## src/rtl/donut_march.sv

```systemverilog
// Ray-march responder for the donut renderer: sphere-traces a torus with a
// shift-add CORDIC distance function and shades the hit with one extra evaluation.
module donut_march #(
    parameter int                 ITERS   = 12,
    parameter int                 R_MAJOR = 512,
    parameter int                 R_MINOR = 256,
    parameter int                 EPS     = 2,
    parameter logic signed [15:0] ESCAPE  = 16'sh3000
) (
    input  logic               clk,
    input  logic               rst,
    input  logic               start,
    input  logic signed [15:0] pxin,
    input  logic signed [15:0] pyin,
    input  logic signed [15:0] pzin,
    input  logic signed [15:0] rxin,
    input  logic signed [15:0] ryin,
    input  logic signed [15:0] rzin,
    input  logic signed [15:0] lxin,
    input  logic signed [15:0] lyin,
    input  logic signed [15:0] lzin,
    output logic               busy,
    output logic               done,
    output logic               hit,
    output logic signed [15:0] light
);

    typedef enum logic [1:0] {IDLE, MARCH, SHADE} state_t;

    // Four vectoring rotations, then a 0.609375 gain trim built from shifts.
    function automatic logic signed [17:0] len2(input logic signed [17:0] x,
                                                input logic signed [17:0] y);
        logic signed [17:0] a;
        logic signed [17:0] b;
        logic signed [17:0] an;
        logic signed [17:0] bn;
        a = x[17] ? -x : x;
        b = y[17] ? -y : y;
        for (int i = 0; i < 4; i++) begin
            if (!b[17]) begin
                an = a + (b >>> i);
                bn = b - (a >>> i);
            end else begin
                an = a - (b >>> i);
                bn = b + (a >>> i);
            end
            a = an;
            b = bn;
        end
        return (a >>> 1) + (a >>> 3) - (a >>> 6);
    endfunction

    function automatic logic signed [15:0] sdf(input logic signed [15:0] x,
                                               input logic signed [15:0] y,
                                               input logic signed [15:0] z);
        logic signed [17:0] ring;
        ring = len2(18'(x), 18'(y)) - 18'(R_MAJOR);
        return 16'(len2(ring, 18'(z)) - 18'(R_MINOR));
    endfunction

    function automatic logic escaped(input logic signed [15:0] v);
        return (v >= ESCAPE) || (v <= -ESCAPE);
    endfunction

    // Direction is Q12, so the Q8 step is the product shifted back by 12.
    function automatic logic signed [15:0] advance(input logic signed [15:0] p,
                                                   input logic signed [15:0] d,
                                                   input logic signed [15:0] r);
        return p + 16'((32'(d) * 32'(r)) >>> 12);
    endfunction

    state_t             state_r;
    logic signed [15:0] px_r, py_r, pz_r;
    logic signed [15:0] rx_r, ry_r, rz_r;
    logic signed [15:0] lx_r, ly_r, lz_r;
    logic signed [15:0] d_r;
    logic        [3:0]  cnt_r;

    logic signed [15:0] d_s;
    logic signed [15:0] shade_s;
    logic               near_s;
    logic               last_s;

    assign d_s     = sdf(px_r, py_r, pz_r);
    assign shade_s = sdf(px_r + lx_r, py_r + ly_r, pz_r + lz_r) - d_r;
    assign near_s  = d_s < 16'(EPS);
    assign last_s  = (cnt_r == 4'(ITERS - 1)) ||
                     escaped(px_r) || escaped(py_r) || escaped(pz_r);

    // Query FSM: latch, march one evaluation per edge, shade once on a hit.
    always_ff @(posedge clk or posedge rst) begin
        if (rst) begin
            state_r <= IDLE;
            px_r <= 16'sd0; py_r <= 16'sd0; pz_r <= 16'sd0;
            rx_r <= 16'sd0; ry_r <= 16'sd0; rz_r <= 16'sd0;
            lx_r <= 16'sd0; ly_r <= 16'sd0; lz_r <= 16'sd0;
            d_r   <= 16'sd0;
            cnt_r <= 4'd0;
            busy  <= 1'b0;
            done  <= 1'b0;
            hit   <= 1'b0;
            light <= 16'sd0;
        end else begin
            done <= 1'b0;
            case (state_r)
                IDLE: begin
                    if (start) begin
                        px_r <= pxin; py_r <= pyin; pz_r <= pzin;
                        rx_r <= rxin; ry_r <= ryin; rz_r <= rzin;
                        lx_r <= lxin; ly_r <= lyin; lz_r <= lzin;
                        cnt_r   <= 4'd0;
                        busy    <= 1'b1;
                        state_r <= MARCH;
                    end else begin
                        state_r <= IDLE;
                    end
                end
                MARCH: begin
                    if (near_s) begin
                        d_r     <= d_s;
                        state_r <= SHADE;
                    end else if (last_s) begin
                        hit     <= 1'b0;
                        light   <= 16'sd0;
                        done    <= 1'b1;
                        busy    <= 1'b0;
                        state_r <= IDLE;
                    end else begin
                        px_r  <= advance(px_r, d_s, rx_r);
                        py_r  <= advance(py_r, d_s, ry_r);
                        pz_r  <= advance(pz_r, d_s, rz_r);
                        cnt_r <= cnt_r + 4'd1;
                    end
                end
                SHADE: begin
                    light   <= shade_s;
                    hit     <= 1'b1;
                    done    <= 1'b1;
                    busy    <= 1'b0;
                    state_r <= IDLE;
                end
                default: begin
                    busy    <= 1'b0;
                    state_r <= IDLE;
                end
            endcase
        end
    end

endmodule

```

## config.mk

```make
export PLATFORM = sky130hd
export DESIGN_NAME = donut_march
export DESIGN_NICKNAME = d
export VERILOG_FILES = /design/src/rtl/donut_march.sv
export SDC_FILE = /design/constraint.sdc
export NUM_CORES = 2
export LEC_CHECK = 0
export CAP_MARGIN = 15
export CORE_UTILIZATION = 65
export CTS_BUF_LIST = sky130_fd_sc_hd__clkbuf_16
export CTS_CLUSTER_DIAMETER = 150
export DETAILED_ROUTE_END_ITERATION = 10
export GPL_ROUTABILITY_DRIVEN = 1
export PLACE_DENSITY_LB_ADDON = 0.3
export SLEW_MARGIN = 40
export SYNTH_ARGS = -nofsm -noshare
export SYNTH_HDL_FRONTEND = slang
export SYNTH_SLANG_ARGS = --single-unit
```

## constraint.sdc

```tcl
create_clock -name clk -period 71.8 [get_ports clk]
set_clock_uncertainty 0.1 [all_clocks]
set_input_delay 14.36 -clock clk [delete_from_list [all_inputs] [get_ports clk]]
set_output_delay 14.36 -clock clk [all_outputs]
set_load 0.01 [all_outputs]
```

=== Word-level counts from Yosys, hierarchy flattened ===
Index checks and enable logic that the tools add are counted.

* Memory bits (read-only): 0
* Register bits: 185
* Input bits: 147
* Bits in writable memories: 0
* Bits in latches: 0
* Output and inout port bits: 19
* Logic and storage cells: 195
* Memories: 0

* Reductions and logical operators: 14
* Div/mod/pow operators: 0
* Equality and inequality tests: 8
* Multiply operators: 3
* Add/sub/neg operators: 80
* Bitwise operators: 0
* Magnitude comparators: 7
* Multiplexer cells: 67
* Shift operators: 0

{| class="wikitable"
|+ Operator list
! cell !! count
|-
| $mux W18 || 36
|-
| $mux W16 || 11
|-
| $add A18 B16 Y18 || 8
|-
| $add A18 B17 Y18 || 8
|-
| $sub A18 B16 Y18 || 8
|-
| $sub A18 B17 Y18 || 8
|-
| $sub A18 B18 Y18 || 8
|-
| $pmux W16 S2 || 4
|-
| $neg A16 Y18 || 6
|-
| $add A16 B16 Y16 || 6
|-
| $mul A16 B16 Y28 || 3
|-
| $add A18 B15 Y18 || 4
|-
| $add A18 B18 Y18 || 4
|-
| $sub A18 B15 Y18 || 4
|-
| $ge A16 B15 Y1 const B || 3
|-
| $le A16 B15 Y1 const B || 3
|-
| $add A17 B15 Y18 || 2
|-
| $neg A18 Y18 || 2
|-
| $sub A18 B11 Y18 const B || 2
|-
| $sub A18 B12 Y18 || 2
|-
| $add A16 B15 Y16 || 2
|-
| $sub A16 B10 Y16 const B || 2
|-
| $sub A16 B12 Y16 || 2
|-
| $lt A16 B3 Y1 const B || 1
|-
| other kinds (19) || 40
|}

=== Depth between registers and ports, before layout ===
* Depth after elaboration: 31
* Gate-level depth with buffers: 206
* Gate-level depth less buffers: 199

=== Least setup slack after synthesis ===
No wires, ideal clock.

* Path type: reg-to-reg
* From: register px_r[1]
* To: register px_r[15]
* Clock period less this slack: 39.330 ns
* Data arrival time: 39.104 ns
* Path buffers: 12
* Required time: 71.574 ns
* Path slack: 32.470 ns
* Cell stages (with the launch flop): 195
* Cell sequence: dfrtp_1 -> inv_1 -> ha_1 -> nand2_1 -> or3_1 -> or3_1 -> and2_1 -> xor2_1 -> ha_1 -> clkbuf_1 -> nor2_1 -> a221oi_1 -> nor2_1 -> a311o_1 -> a31o_2 -> o221ai_1 -> clkbuf_1 -> clkbuf_1 -> [159 not listed] -> nor2_1 -> nor3_1 -> a21oi_1 -> xnor2_1 -> ha_1 -> a21oi_1 -> o21bai_1 -> a21oi_1 -> o21ai_0 -> a21o_1 -> a21oi_1 -> o21bai_1 -> a21oi_1 -> xnor2_1 -> xnor2_1 -> xnor2_1 -> nand3_1 -> o311a_1

* Longest elaborated chain between the ends: 31
* Elaborated cells between the ends (all ways): 65
* Classes of those cells: add/sub: 35; mul: 1; order compare: 3; eq/ne: 2; mux: 19; reduce/logical: 5

{| class="wikitable"
|+ Ends and longest elaborated chain
! element !! RTL line !! text
|-
| start, declared || 73 || <nowiki>logic signed [15:0] px_r, py_r, pz_r;</nowiki>
|-
| start signal, assigned || 108 || <nowiki>px_r <= pxin; py_r <= pyin; pz_r <= pzin;</nowiki>
|-
| start signal, assigned || 129 || <nowiki>px_r <= advance(px_r, d_s, rx_r);</nowiki>
|-
| $neg A16 Y18 || 37 || <nowiki>a = x[17] ? -x : x;</nowiki>
|-
| $mux W18 || 37 ||
|-
| $sub A18 B18 Y18 (tied with other cells) || 42 || <nowiki>bn = b - (a >>> i);</nowiki>
|-
| $mux W18 || 40 || <nowiki>if (!b[17]) begin</nowiki>
|-
| $add A18 B17 Y18 (tied with other cells) || 41 || <nowiki>an = a + (b >>> i);</nowiki>
|-
| $mux W18 || 40 ||
|-
| $add A18 B16 Y18 (tied with other cells) || 41 ||
|-
| $mux W18 || 40 ||
|-
| [15 not listed] || n/a ||
|-
| $add A16 B15 Y16 || 50 || <nowiki>return (a >>> 1) + (a >>> 3) - (a >>> 6);</nowiki>
|-
| $sub A16 B12 Y16 || 50 ||
|-
| $sub A16 B10 Y16 || 58 || <nowiki>return 16'(len2(ring, 18'(z)) - 18'(R_MINOR));</nowiki>
|-
| $mul A16 B16 Y28 || 69 || <nowiki>return p + 16'((32'(d) * 32'(r)) >>> 12);</nowiki>
|-
| $add A16 B16 Y16 || 69 ||
|-
| $mux W16 || 122 || <nowiki>end else if (last_s) begin</nowiki>
|-
| $mux W16 || 119 || <nowiki>if (near_s) begin</nowiki>
|-
| $pmux W16 S2 || 105 || <nowiki>case (state_r)</nowiki>
|}

Parallel ways exist; a longest one is shown, timed or not. The select of a mux whose other input is x is not followed.
A chain may end at the register's enable or synchronous reset.

=== Worst setup path after layout ===
* From: register px_r[0]
* To: register py_r[15]

* Longest elaborated chain between the ends: 31
* Elaborated cells between the ends (all ways): 65
* Classes of those cells: add/sub: 35; mul: 1; order compare: 3; eq/ne: 2; mux: 19; reduce/logical: 5

{| class="wikitable"
|+ Ends and longest elaborated chain
! element !! RTL line !! text
|-
| $neg A16 Y18 || 37 ||
|-
| $mux W18 || 37 ||
|-
| $add A18 B18 Y18 (tied with other cells) || 41, 45 ||
|-
| $mux W18 || 40 ||
|-
| $add A18 B17 Y18 (tied with other cells) || 41 ||
|-
| $mux W18 || 40 ||
|-
| $add A18 B16 Y18 (tied with other cells) || 41 ||
|-
| $mux W18 || 40 ||
|-
| [15 not listed] || n/a ||
|-
| $add A16 B15 Y16 || 50 ||
|-
| $sub A16 B12 Y16 || 50 ||
|-
| $sub A16 B10 Y16 || 58 ||
|-
| $mul A16 B16 Y28 || 69 ||
|-
| $add A16 B16 Y16 || 69 ||
|-
| $mux W16 || 122 ||
|-
| $mux W16 || 119 ||
|-
| $pmux W16 S2 || 105 ||
|-
| end signal, assigned || 108 ||
|-
| end signal, assigned || 130 || <nowiki>py_r <= advance(py_r, d_s, ry_r);</nowiki>
|-
| end, declared || 73 ||
|}

Parallel ways exist; a longest one is shown, timed or not. The select of a mux whose other input is x is not followed.

==> reports/qor.txt <==
post-route setup TNS - 0 ns
Resize count post-CTS - 0
total gr overflow - 0
drt drc - 0
worst slew pin tran - 0.932 ns
critical path arrival - 44.37 ns
Syn. warnings - 0
Critical Path RT - 72.14 ns
min-delay worst type - reg2reg
Root Buffer - clkbuf_16
flip-flop and latch area - 4630 µm²
EDFF count, synth - 0
fin crit period - 44.03 ns
ys async rst share - 100%
clock sinks - 185
Layout Nets - 10,600
most common cell after layout, fill and taps aside - inv_1
CP Max Fanout - 42
Die ar. - 110,000 µm²
routed vias - 59,400
number of global-route vias before repair - 59,900
Slew Limit Fails - 0
total core area - 107,000 µm²
Critical Path Slowest Stage Cell - a2111oi_0
syn avg cell area - 8.09 µm²
Final Setup Violations - 0
multi-input logic area - 59,600 µm²
Vias/cell - 5.87
mapped cell area - 70,500 µm²
routed length on met3 - 12,500 µm
Top Ports - 166
first-pass GRT wire length - 303,000 µm
CTS Buffer Depth - 2
top sig layer - met5
Cell variety after synth - 93
clk slew on worst S/H paths - 0.10 ns
CTS Buf Count - 17
wl on met1 - 77,000 µm
register area share after synthesis - 6.57%
RSZ-0062 raised after global routing - false
hold_ws - 0.403 ns
DPL Wire Length - 153,000 µm
H-tree levels - 4
Final Hold Fails - 0
largest net degree at the start of global routing - 125
Initial Utilization - 65.7%
Iteration-0 DRC Markers - 3,787
Critical Path Sink Type - register
max_cap viols - 0
DRT antenna net count - 0
slew margin rel. - 37.2%
share of cells above drive strength 1 - 3.52%
router iterations before antenna repair - 6
status - finished clean
Die Y - 331 µm
wire per inst - 18.4 µm
flop2flop setup slack - 27.77 ns
placed insts - 10,100
Synth Flop Type - dfrtp_1
Yosys reg bits - 185
std cell rows - 120
CP startpoint kind - register
final worst-path cycle share - 61.3%
IO buf count - 165
most frequent cells in the layout - 1,488 x inv_1, 951 x ha_1, 781 x fa_1
drt total wl - 186,000 µm
worst-skew pair later-pin latency - 0.55 ns
most used cell, CP - o21ai_0
hold buffer count at CTS - 0
Total GRT Usage - 34.0%
initial antenna violation count - 2
Setup CP Type - reg2reg
TritonCTS clock tree - done
Die W - 331 µm
GP Congestion - 0.954
delay of the slowest cell on the worst path - 0.62 ns
fill count - 8,649
post-CTS setup buffer count - 0
Ant. Diodes - 0
post-synthesis instance total - 8,709
non-filler cells, final - 10,100
Fmax - 22.7 MHz
synth-to-layout area growth - 5.29%
Routed met2 length - 87,200 µm
layer usage:
| layer | vias to the layer above | global-route usage [%] |
|---|---|---|
| met4 | 2 | 15.6 |
| met3 | 486 | 4.94 |
| li1 | 28100 | - |
| met1 | 28700 | 42.8 |
| met5 | - | 0 |
| met2 | 2125 | 57.6 |
metrics by stage:
step / instance area [µm²] / util [%] / setup slack (ns)
after detailed placement: 73500 / 68.5 / 28.79
after global placement: 73500 / 68.4 / 30.11
final: 74200 / 69.1 / 27.77
after global routing: 74200 / 69.1 / 24.20
after floorplan: 70500 / - / 32.47
after CTS: 74200 / 69.1 / 28.55
worst paths after layout:
kind	from	cells after the start	end
worst max-delay path	px_r[0]	184	py_r[15]
min in group asynchronous	rst	2	rx_r[4]
max in group asynchronous	rst	3	lz_r[11]
worst max register to register	px_r[0]	184	py_r[15]
worst min register to register	hit	1	hit
worst min-delay path	hit	1	hit
cell families (layout without fill, tap and decap cells):
family | Yosys count | in the layout | share of synthesized area [%]
AOI/OAI and AO/OA | 1501 | 1501 | 13.7
xor gates and xnor gates | 996 | 996 | 12.4
adders and majority gates | 1734 | 1734 | 39.1
buffers and inverters | 1738 | 1733 | 9.32
DFF | 185 | 185 | 6.57
muxes | 133 | 133 | 2.10
other | 2 | 16 | 0.0107
and+or+nand+nor | 2420 | 2420 | 16.8
worst max-delay path: cells and delay by family, from the launching register on:
| family | cells | cell delay [ns] |
|---|---|---|
| AO/OA/AOI/OAI | 98 | 22.45 |
| flip-flops | 1 | 0.51 |
| adder cells (fa/ha/maj) | 23 | 8.76 |
| buffers and inverters | 14 | 2.72 |
| multiplexers | 4 | 1.30 |
| XOR/XNOR | 16 | 2.93 |
| AND/OR/NAND/NOR | 29 | 5.09 |
registers in the layout (all words and copies together) (netlist names):
signal	cells
rz_r	16
done	1
rx_r	16
d_r	16
py_r	16
px_r	16
state_r	2
hit	1
ry_r	16
busy	1
cnt_r	4
lz_r	16
light	16
lx_r	16
pz_r	16
ly_r	16
cell type report:
class | instances | area share, %
multi-input cells | 6800 | 80.3
flip-flops and latches | 185 | 6.24
repair buffers | 211 | 2.70
clock inverters | 15 | 0.282
clock buffers | 17 | 0.573
inverters | 1490 | 7.55
well taps | 1403 | 2.37
synth_stat cells, drive strengths merged, types with 179 or more instances:
cell type / n / area (µm²)
a21oi: 455 / 2280
and2: 322 / 2010
clkbuf: 215 / 807
dfrtp: 185 / 4630
fa: 782 / 15700
ha: 952 / 11900
inv: 1490 / 5590
nand2: 712 / 2680
nor2: 569 / 2140
nor3: 211 / 1070
o21ai: 265 / 1330
o21bai: 179 / 1340
xnor2: 727 / 6370
xor2: 268 / 2350
Power is not shown: default switching activity piles up to over one toggle a cycle in this logic, so the estimate is an artifact.
